$ cat config.mk
export PLATFORM = sky130hd
export DESIGN_NAME = cache_write_buffer
export DESIGN_NICKNAME = d
export VERILOG_FILES = /design/src/rtl/cache_write_buffer_pkg.sv /design/src/rtl/cache_write_buffer_wb_match.sv /design/src/rtl/cache_write_buffer.sv
export SDC_FILE = /design/constraint.sdc
export NUM_CORES = 2
export LEC_CHECK = 0
export ABC_AREA = 1
export CORE_MARGIN = 5
export CORE_UTILIZATION = 40
export CTS_CLUSTER_DIAMETER = 150
export DETAILED_ROUTE_END_ITERATION = 8
export GPL_TIMING_DRIVEN = 0
export PLACE_DENSITY = 0.65
export SYNTH_ARGS = -nofsm -noshare
export SYNTH_HDL_FRONTEND = slang
export SYNTH_SLANG_ARGS = --single-unit
$ cat constraint.sdc
create_clock -name clk -period 42 [get_ports clk]
set_input_delay 6.3 -clock clk [delete_from_list [all_inputs] [get_ports clk]]
set_output_delay 6.3 -clock clk [all_outputs]
set_load 0.02 [all_outputs]
$ cat src/rtl/cache_write_buffer_pkg.sv
// Shared types and defaults for the posted cache write buffer.
package cache_write_buffer_pkg;

  localparam int ADDR_W_DEF = 28;
  localparam int DATA_W_DEF = 128;

  typedef enum logic [1:0] {
    ST_IDLE  = 2'd0,
    ST_DRAIN = 2'd1,
    ST_MRD   = 2'd2,
    ST_RESP  = 2'd3
  } wb_state_e;

endpackage

$ cat src/rtl/cache_write_buffer_wb_match.sv
// Combinational address CAM over the live buffer entries; reports the newest match
// (scan runs oldest to newest so the last hit wins) and whether that entry is being drained.
module wb_match #(
  parameter int DEPTH  = 4,
  parameter int ADDR_W = 28,
  parameter int IDX_W  = $clog2(DEPTH)
) (
  input  logic [DEPTH-1:0]             valid_i,
  input  logic [DEPTH-1:0][ADDR_W-1:0] addr_i,
  input  logic [IDX_W-1:0]             head_i,
  input  logic                         head_busy_i,
  input  logic [ADDR_W-1:0]            key_i,
  output logic                         hit_o,
  output logic [IDX_W-1:0]             idx_o,
  output logic                         inflight_o
);

  logic [IDX_W-1:0] pos;

  always_comb begin
    hit_o = 1'b0;
    idx_o = head_i;
    pos   = '0;
    for (int i = 0; i < DEPTH; i++) begin
      pos = head_i + IDX_W'(i);
      if (valid_i[pos] && (addr_i[pos] == key_i)) begin
        hit_o = 1'b1;
        idx_o = pos;
      end
    end
    inflight_o = hit_o && head_busy_i && (idx_o == head_i);
  end

endmodule

$ cat src/rtl/cache_write_buffer.sv
// Posted write buffer: 1-cycle write acks, background drain to memory, read forwarding.
// Cache handshake: a request is sampled only when not busy; c_ready pulses once per accepted request.
module cache_write_buffer
  import cache_write_buffer_pkg::*;
#(
  parameter int DEPTH  = 4,
  parameter int ADDR_W = ADDR_W_DEF,
  parameter int DATA_W = DATA_W_DEF
) (
  input  logic                    clk,
  input  logic                    proc_reset,
  input  logic                    c_read,
  input  logic                    c_write,
  input  logic [ADDR_W-1:0]       c_addr,
  input  logic [DATA_W-1:0]       c_wdata,
  output logic [DATA_W-1:0]       c_rdata,
  output logic                    c_ready,
  output logic                    mem_read,
  output logic                    mem_write,
  output logic [ADDR_W-1:0]       mem_addr,
  output logic [DATA_W-1:0]       mem_wdata,
  input  logic [DATA_W-1:0]       mem_rdata,
  input  logic                    mem_ready,
  output wb_state_e               dbg_state_o,
  output logic [$clog2(DEPTH):0]  dbg_count_o
);

  localparam int IDX_W = $clog2(DEPTH);
  localparam int CNT_W = IDX_W + 1;

  logic [DEPTH-1:0][ADDR_W-1:0] addr_q;
  logic [DEPTH-1:0][DATA_W-1:0] data_q;
  logic [IDX_W-1:0]             head_q, tail_q;
  logic [CNT_W-1:0]             count_q;
  logic                         ack_q, guard_q, rd_pend_q;
  logic [DATA_W-1:0]            ack_data_q;
  logic [ADDR_W-1:0]            rd_addr_q;

  wb_state_e                    state_q;
  logic                         mem_read_q, mem_write_q, resp_q;
  logic [ADDR_W-1:0]            mem_addr_q;
  logic [DATA_W-1:0]            mem_wdata_q, resp_data_q;

  logic [DEPTH-1:0] valid;
  logic [IDX_W-1:0] off;
  logic             hit, hit_inflight, head_busy;
  logic [IDX_W-1:0] hit_idx;
  logic             busy, req_wr, req_rd, coalesce, push, pop_now, rd_hit, rd_miss;

  always_comb begin
    valid = '0;
    off   = '0;
    for (int i = 0; i < DEPTH; i++) begin
      off      = IDX_W'(i) - head_q;
      valid[i] = ({1'b0, off} < count_q);
    end
  end

  // The head counts as in flight from the cycle the FSM latches it, so it is never coalesced
  // on the same edge its data is copied to the memory port.
  assign head_busy = (state_q == ST_DRAIN) ||
                     ((state_q == ST_IDLE) && !rd_pend_q && (count_q != '0));

  wb_match #(.DEPTH(DEPTH), .ADDR_W(ADDR_W), .IDX_W(IDX_W)) u_match (
    .valid_i    (valid),
    .addr_i     (addr_q),
    .head_i     (head_q),
    .head_busy_i(head_busy),
    .key_i      (c_addr),
    .hit_o      (hit),
    .idx_o      (hit_idx),
    .inflight_o (hit_inflight)
  );

  assign c_ready  = ack_q | resp_q;
  assign busy     = rd_pend_q | c_ready | guard_q;
  assign req_wr   = c_write & ~c_read & ~busy;
  assign req_rd   = c_read & ~c_write & ~busy;
  assign pop_now  = (state_q == ST_DRAIN) & mem_ready;
  assign coalesce = req_wr & hit & ~hit_inflight;
  assign push     = req_wr & ~coalesce & ((count_q != CNT_W'(DEPTH)) | pop_now);
  assign rd_hit   = req_rd & hit;
  assign rd_miss  = req_rd & ~hit;

  always_ff @(posedge clk or posedge proc_reset) begin
    if (proc_reset) begin
      addr_q     <= '0;
      data_q     <= '0;
      head_q     <= '0;
      tail_q     <= '0;
      count_q    <= '0;
      ack_q      <= 1'b0;
      guard_q    <= 1'b0;
      rd_pend_q  <= 1'b0;
      ack_data_q <= '0;
      rd_addr_q  <= '0;
    end else begin
      ack_q   <= coalesce | push | rd_hit;
      guard_q <= c_ready;
      if (rd_hit) ack_data_q <= data_q[hit_idx];
      if (coalesce) data_q[hit_idx] <= c_wdata;
      if (push) begin
        addr_q[tail_q] <= c_addr;
        data_q[tail_q] <= c_wdata;
        tail_q         <= tail_q + 1'b1;
      end
      if (pop_now) head_q <= head_q + 1'b1;
      count_q <= count_q + CNT_W'(push) - CNT_W'(pop_now);
      if (rd_miss) begin
        rd_pend_q <= 1'b1;
        rd_addr_q <= c_addr;
      end else if ((state_q == ST_MRD) && mem_ready) begin
        rd_pend_q <= 1'b0;
      end
    end
  end

  always_ff @(posedge clk or posedge proc_reset) begin
    if (proc_reset) begin
      state_q     <= ST_IDLE;
      mem_read_q  <= 1'b0;
      mem_write_q <= 1'b0;
      mem_addr_q  <= '0;
      mem_wdata_q <= '0;
      resp_q      <= 1'b0;
      resp_data_q <= '0;
    end else begin
      case (state_q)
        ST_IDLE: begin
          if (rd_pend_q) begin
            state_q    <= ST_MRD;
            mem_read_q <= 1'b1;
            mem_addr_q <= rd_addr_q;
          end else if (count_q != '0) begin
            state_q     <= ST_DRAIN;
            mem_write_q <= 1'b1;
            mem_addr_q  <= addr_q[head_q];
            mem_wdata_q <= data_q[head_q];
          end
        end
        ST_DRAIN: begin
          if (mem_ready) begin
            state_q     <= ST_IDLE;
            mem_write_q <= 1'b0;
          end
        end
        ST_MRD: begin
          if (mem_ready) begin
            state_q     <= ST_RESP;
            mem_read_q  <= 1'b0;
            resp_q      <= 1'b1;
            resp_data_q <= mem_rdata;
          end
        end
        default: begin
          state_q <= ST_IDLE;
          resp_q  <= 1'b0;
        end
      endcase
    end
  end

  assign c_rdata     = ack_q ? ack_data_q : (resp_q ? resp_data_q : '0);
  assign mem_read    = mem_read_q;
  assign mem_write   = mem_write_q;
  assign mem_addr    = mem_addr_q;
  assign mem_wdata   = mem_wdata_q;
  assign dbg_state_o = state_q;
  assign dbg_count_o = count_q;

endmodule

==> metrics.md <==
| Metric | Value |
|---|---|
| Reg clk slew, reported paths | `60 ps` |
| Total core area | `141,200 sq um` |
| WHS Path Cells | `2` |
| # fillers | `14,220` |
| Worst R2R Setup Slack | `36,560 ps` |
| Startpoint types | `flip-flop` |
| Post-Syn Area | `56,780 sq um` |
| Max Root-Sink Buffers | `3` |
| Ratio of cells with drive above 1 in the final layout | `5.330%` |
| Worst EP arrival | `4150 ps` |
| Tmin final | `10,450 ps` |
| Cell taking the most area after synthesis | `dfrtp_1` |
| RR Endpoint | `ack_data_q[75]` |
| # clock sinks | `1,079` |
| Post-Route WL | `255.3 mm` |
| Post-Place Cell Area | `65,260 sq um` |
| Unrepaired setup endpoints after global routing | `false` |
| Routed wire per std cell | `23.24 um` |
| Final core occ | `49.15%` |
| Syn Inst Count | `8,244` |
| Worst hold endpoint | `mem_wdata[28]` |
| Max cap viols | `4` |
| Hold_sp | `mem_wdata[28]` |
| Io pins | `581` |
| Seq/Total Area, Yosys | `47.55%` |
| Synth Flop Type | `dfrtp_1` |
| Reg power frac | `32.8%` |
| Routability cong. | `0.9818` |
| Syn avg cell area | `6.888 sq um` |
| Setup TNS | `0 ps` |
| Pre-antenna DRT Iters | `9` |
| Quantity of gates resized following cts | `0` |
| Clock Power Share | `20.9%` |
| Die H | `386.8 um` |
| R2R Path Start | `head_q[0]` |
| Leakage | `0.03664 uW` |
| Final hold vios | `0` |
| Die area | `149,600 sq um` |
| Max H-tree Level | `3` |
| Antenna-violating nets left | `0` |
| Final HPWL DP | `183.4 mm` |
| VDD IR max | `43.84 uV` |
| Initial antenna violation count | `42` |
| Critical Path End Type | `output port` |
| Switching Share | `46.42%` |
| Int Power | `2813 uW` |
| Setup violators final | `0` |
| Total Routing Usage GR | `32.90%` |
| Yosys cell types | `35` |
| Drt drc | `0` |
| CTS tree | `done` |
| Power Total | `5250 uW` |
| Xor and xnor area share after synthesis | `0.3085%` |
| Vias in the first global route | `56,740` |
| Maximum fanout along the worst path | `10` |
| Mux cell area share after synthesis | `0%` |
| Worst-Margin Slew | `1740 ps` |
| Critical path required time | `35,700 ps` |
| Initial drt markers | `7,665` |
| Achievable Freq | `95.72 MHz` |
| Post-synth EDFFs | `0` |
| Net Count, Synth | `8,543` |
| Max-slew violation count | `37` |
| Max_slew headroom | `-16.01%` |
| Fin nets | `9,256` |
| Largest family of logic cells by synthesized area | `simple AND/OR/NAND/NOR gates` |
| Largest net degree at the start of global routing | `127` |
| Die Width | `386.8 um` |
| Area fraction in compound gates after synthesis | `1.811%` |
| Status | `finished with violations` |
| Hold Path Class | `reg -> reg` |
| Synth top area cells | `dfrtp_1, nand2_1, nand3_1, buf_2, clkbuf_1` |
| FF-to-FF path depth | `19` |
| Site Rows | `138` |
| First-pass GRT wire length | `375.2 mm` |
| Vias post-DR | `60,650` |
| Worst Skew | `49.44 ps` |
| # hold bufs at CTS | `0` |
| Number of buffers created by CTS | `120` |
| Final period util | `24.88%` |
| Initial core utilization | `40.20%` |
| Synth top area share | `47.55%` |
| Critical setup path kind | `reg -> out` |
| Clk_lat worst skew | `770 ps` |
| FF+latch count, synth | `1,079` |
| Sw Pwr | `2437 uW` |
| Pre-CTS setup slack | `31,180 ps` |
| Final instance area | `69,420 sq um` |
| Total setup buffers inserted after CTS | `0` |
| GRT Residual Overflow | `0` |
| Violated checks | `max-capacitance violations, max-slew violations` |
| Yosys warnings | `0` |
| Simple-Gate Fraction of Synth Area | `44.74%` |
| Cell Pwr Density | `75.64 nW/um^2` |
| Top-count cell post-synth | `nand2_1` |
| Port Buffers | `580` |
| Via density | `5.524` |
| Async S/R FF share, synth | `100.0%` |
| Area Growth Syn to Fin | `22.24%` |
| Root Buffer | `clkbuf_16` |
| Post-synth top cells | `nand2_1, nand3_1, dfrtp_1, clkbuf_1, buf_2` |
| Adder-cell share of the synthesized area | `0.2336%` |
| Comb pwr share | `46.2%` |
| Worst Slack Setup Final | `31,550 ps` |
how the worst max path moves through the flow:
stage,end,start,slack [ps]
finish,c_rdata[106],ack_q,31550
global route,c_rdata[74],ack_q,31580
CTS,c_rdata[74],ack_q,31600
detailed placement,ack_data_q[34],c_addr[9],31180
global placement,resp_data_q[72],proc_reset,-8130
floorplan,ack_data_q[0],proc_reset,5320
critical path, stage by stage, from the launching register on:
cell             delay, ps
dfrtp_1                430
inv_1                  100
clkbuf_1              1080
clkbuf_1               650
nand3_1                140
nand2_1                250
clkdlybuf4s50_1        660
kinds of logic (layout without fill, tap and decap cells):
family | after synthesis | in the layout
compound gates | 197 | 197
buf+inv | 688 | 1506
fa+ha+maj | 10 | 10
xor+xnor | 20 | 20
flops | 1079 | 1079
other cells | 0 | 29
simple gates | 6250 | 6250
power groups by stage:
stage | clock (uW) | sequential, uW | combinational (uW)
global placement | 0 | 1720 | 2330
finish | 1100 | 1720 | 2430
CTS | 1110 | 1710 | 2370
detailed placement | 0 | 1720 | 2360
global route | 1150 | 1760 | 2630
floorplan | 0 | 1690 | 1390
routing by layer:
| layer | routed length, um | global-route usage (%) | vias to the layer above |
|---|---|---|---|
| li1 | - | - | 27570 |
| met1 | 102900 | 44.60 | 28940 |
| met2 | 109900 | 49.52 | 3485 |
| met3 | 28370 | 7.976 | 651 |
| met4 | 14030 | 16.03 | 6 |
| met5 | 44 | 0 | - |
cells in the final DEF (no fill, tap or decap), types with 3 or more instances in the layout:
cell,netlist,layout
clkinv_1,5,5
nand2_2,4,4
buf_6,5,5
bufinv_16,0,9
clkbuf_1,259,287
nand3_2,6,6
ha_1,9,9
nor2_1,100,100
nand4_1,143,143
nand3b_1,3,3
a21oi_1,5,5
clkbuf_16,0,122
clkbuf_2,0,5
o21ai_0,146,146
clkinv_2,0,25
clkdlybuf4s50_1,0,580
inv_1,116,115
diode_2,0,29
buf_4,41,41
clkinvlp_4,0,7
dfrtp_1,1079,1079
nand3_1,1197,1197
inv_2,3,3
xor2_1,19,19
nand2_1,4789,4789
buf_1,50,50
buf_16,0,10
and2_1,3,3
buf_2,207,207
clkbuf_8,0,22
o21ai_1,15,15
a31oi_1,28,28
state kept, by name, summed over array words and instances (netlist names), 2 cells and up:
signal / flops
ack_data_q: 128
addr_q: 112
data_q: 512
dbg_count_o: 3
dbg_state_o: 2
head_q: 2
mem_addr: 28
mem_wdata: 128
rd_addr_q: 28
resp_data_q: 128
tail_q: 2
metrics by stage:
step           std cells  hold slack [ps]
2_1_floorplan       8244            448.7
3_3_place_gp       10710            461.7
3_5_place_dp       10730            464.8
4_1_cts            10950            481.1
5_1_grt            10970            495.2
6_report           10980            474.9
final cells by class:
class                   instances  area [sq um]  share of cell area, %
multi-input cells            6477         26740                  38.53
well taps                    1890          2365                  3.407
inverters                     125         479.2                 0.6904
diodes                         29         72.57                 0.1045
repair buffers                591          6101                  8.789
plain buffers                 563          2574                  3.708
clock inverters                50         599.3                 0.8634
flip-flops and latches       1079         27000                  38.90
clock buffers                 177          3480                  5.013
Note: power is estimated with default switching activity, not from simulation.
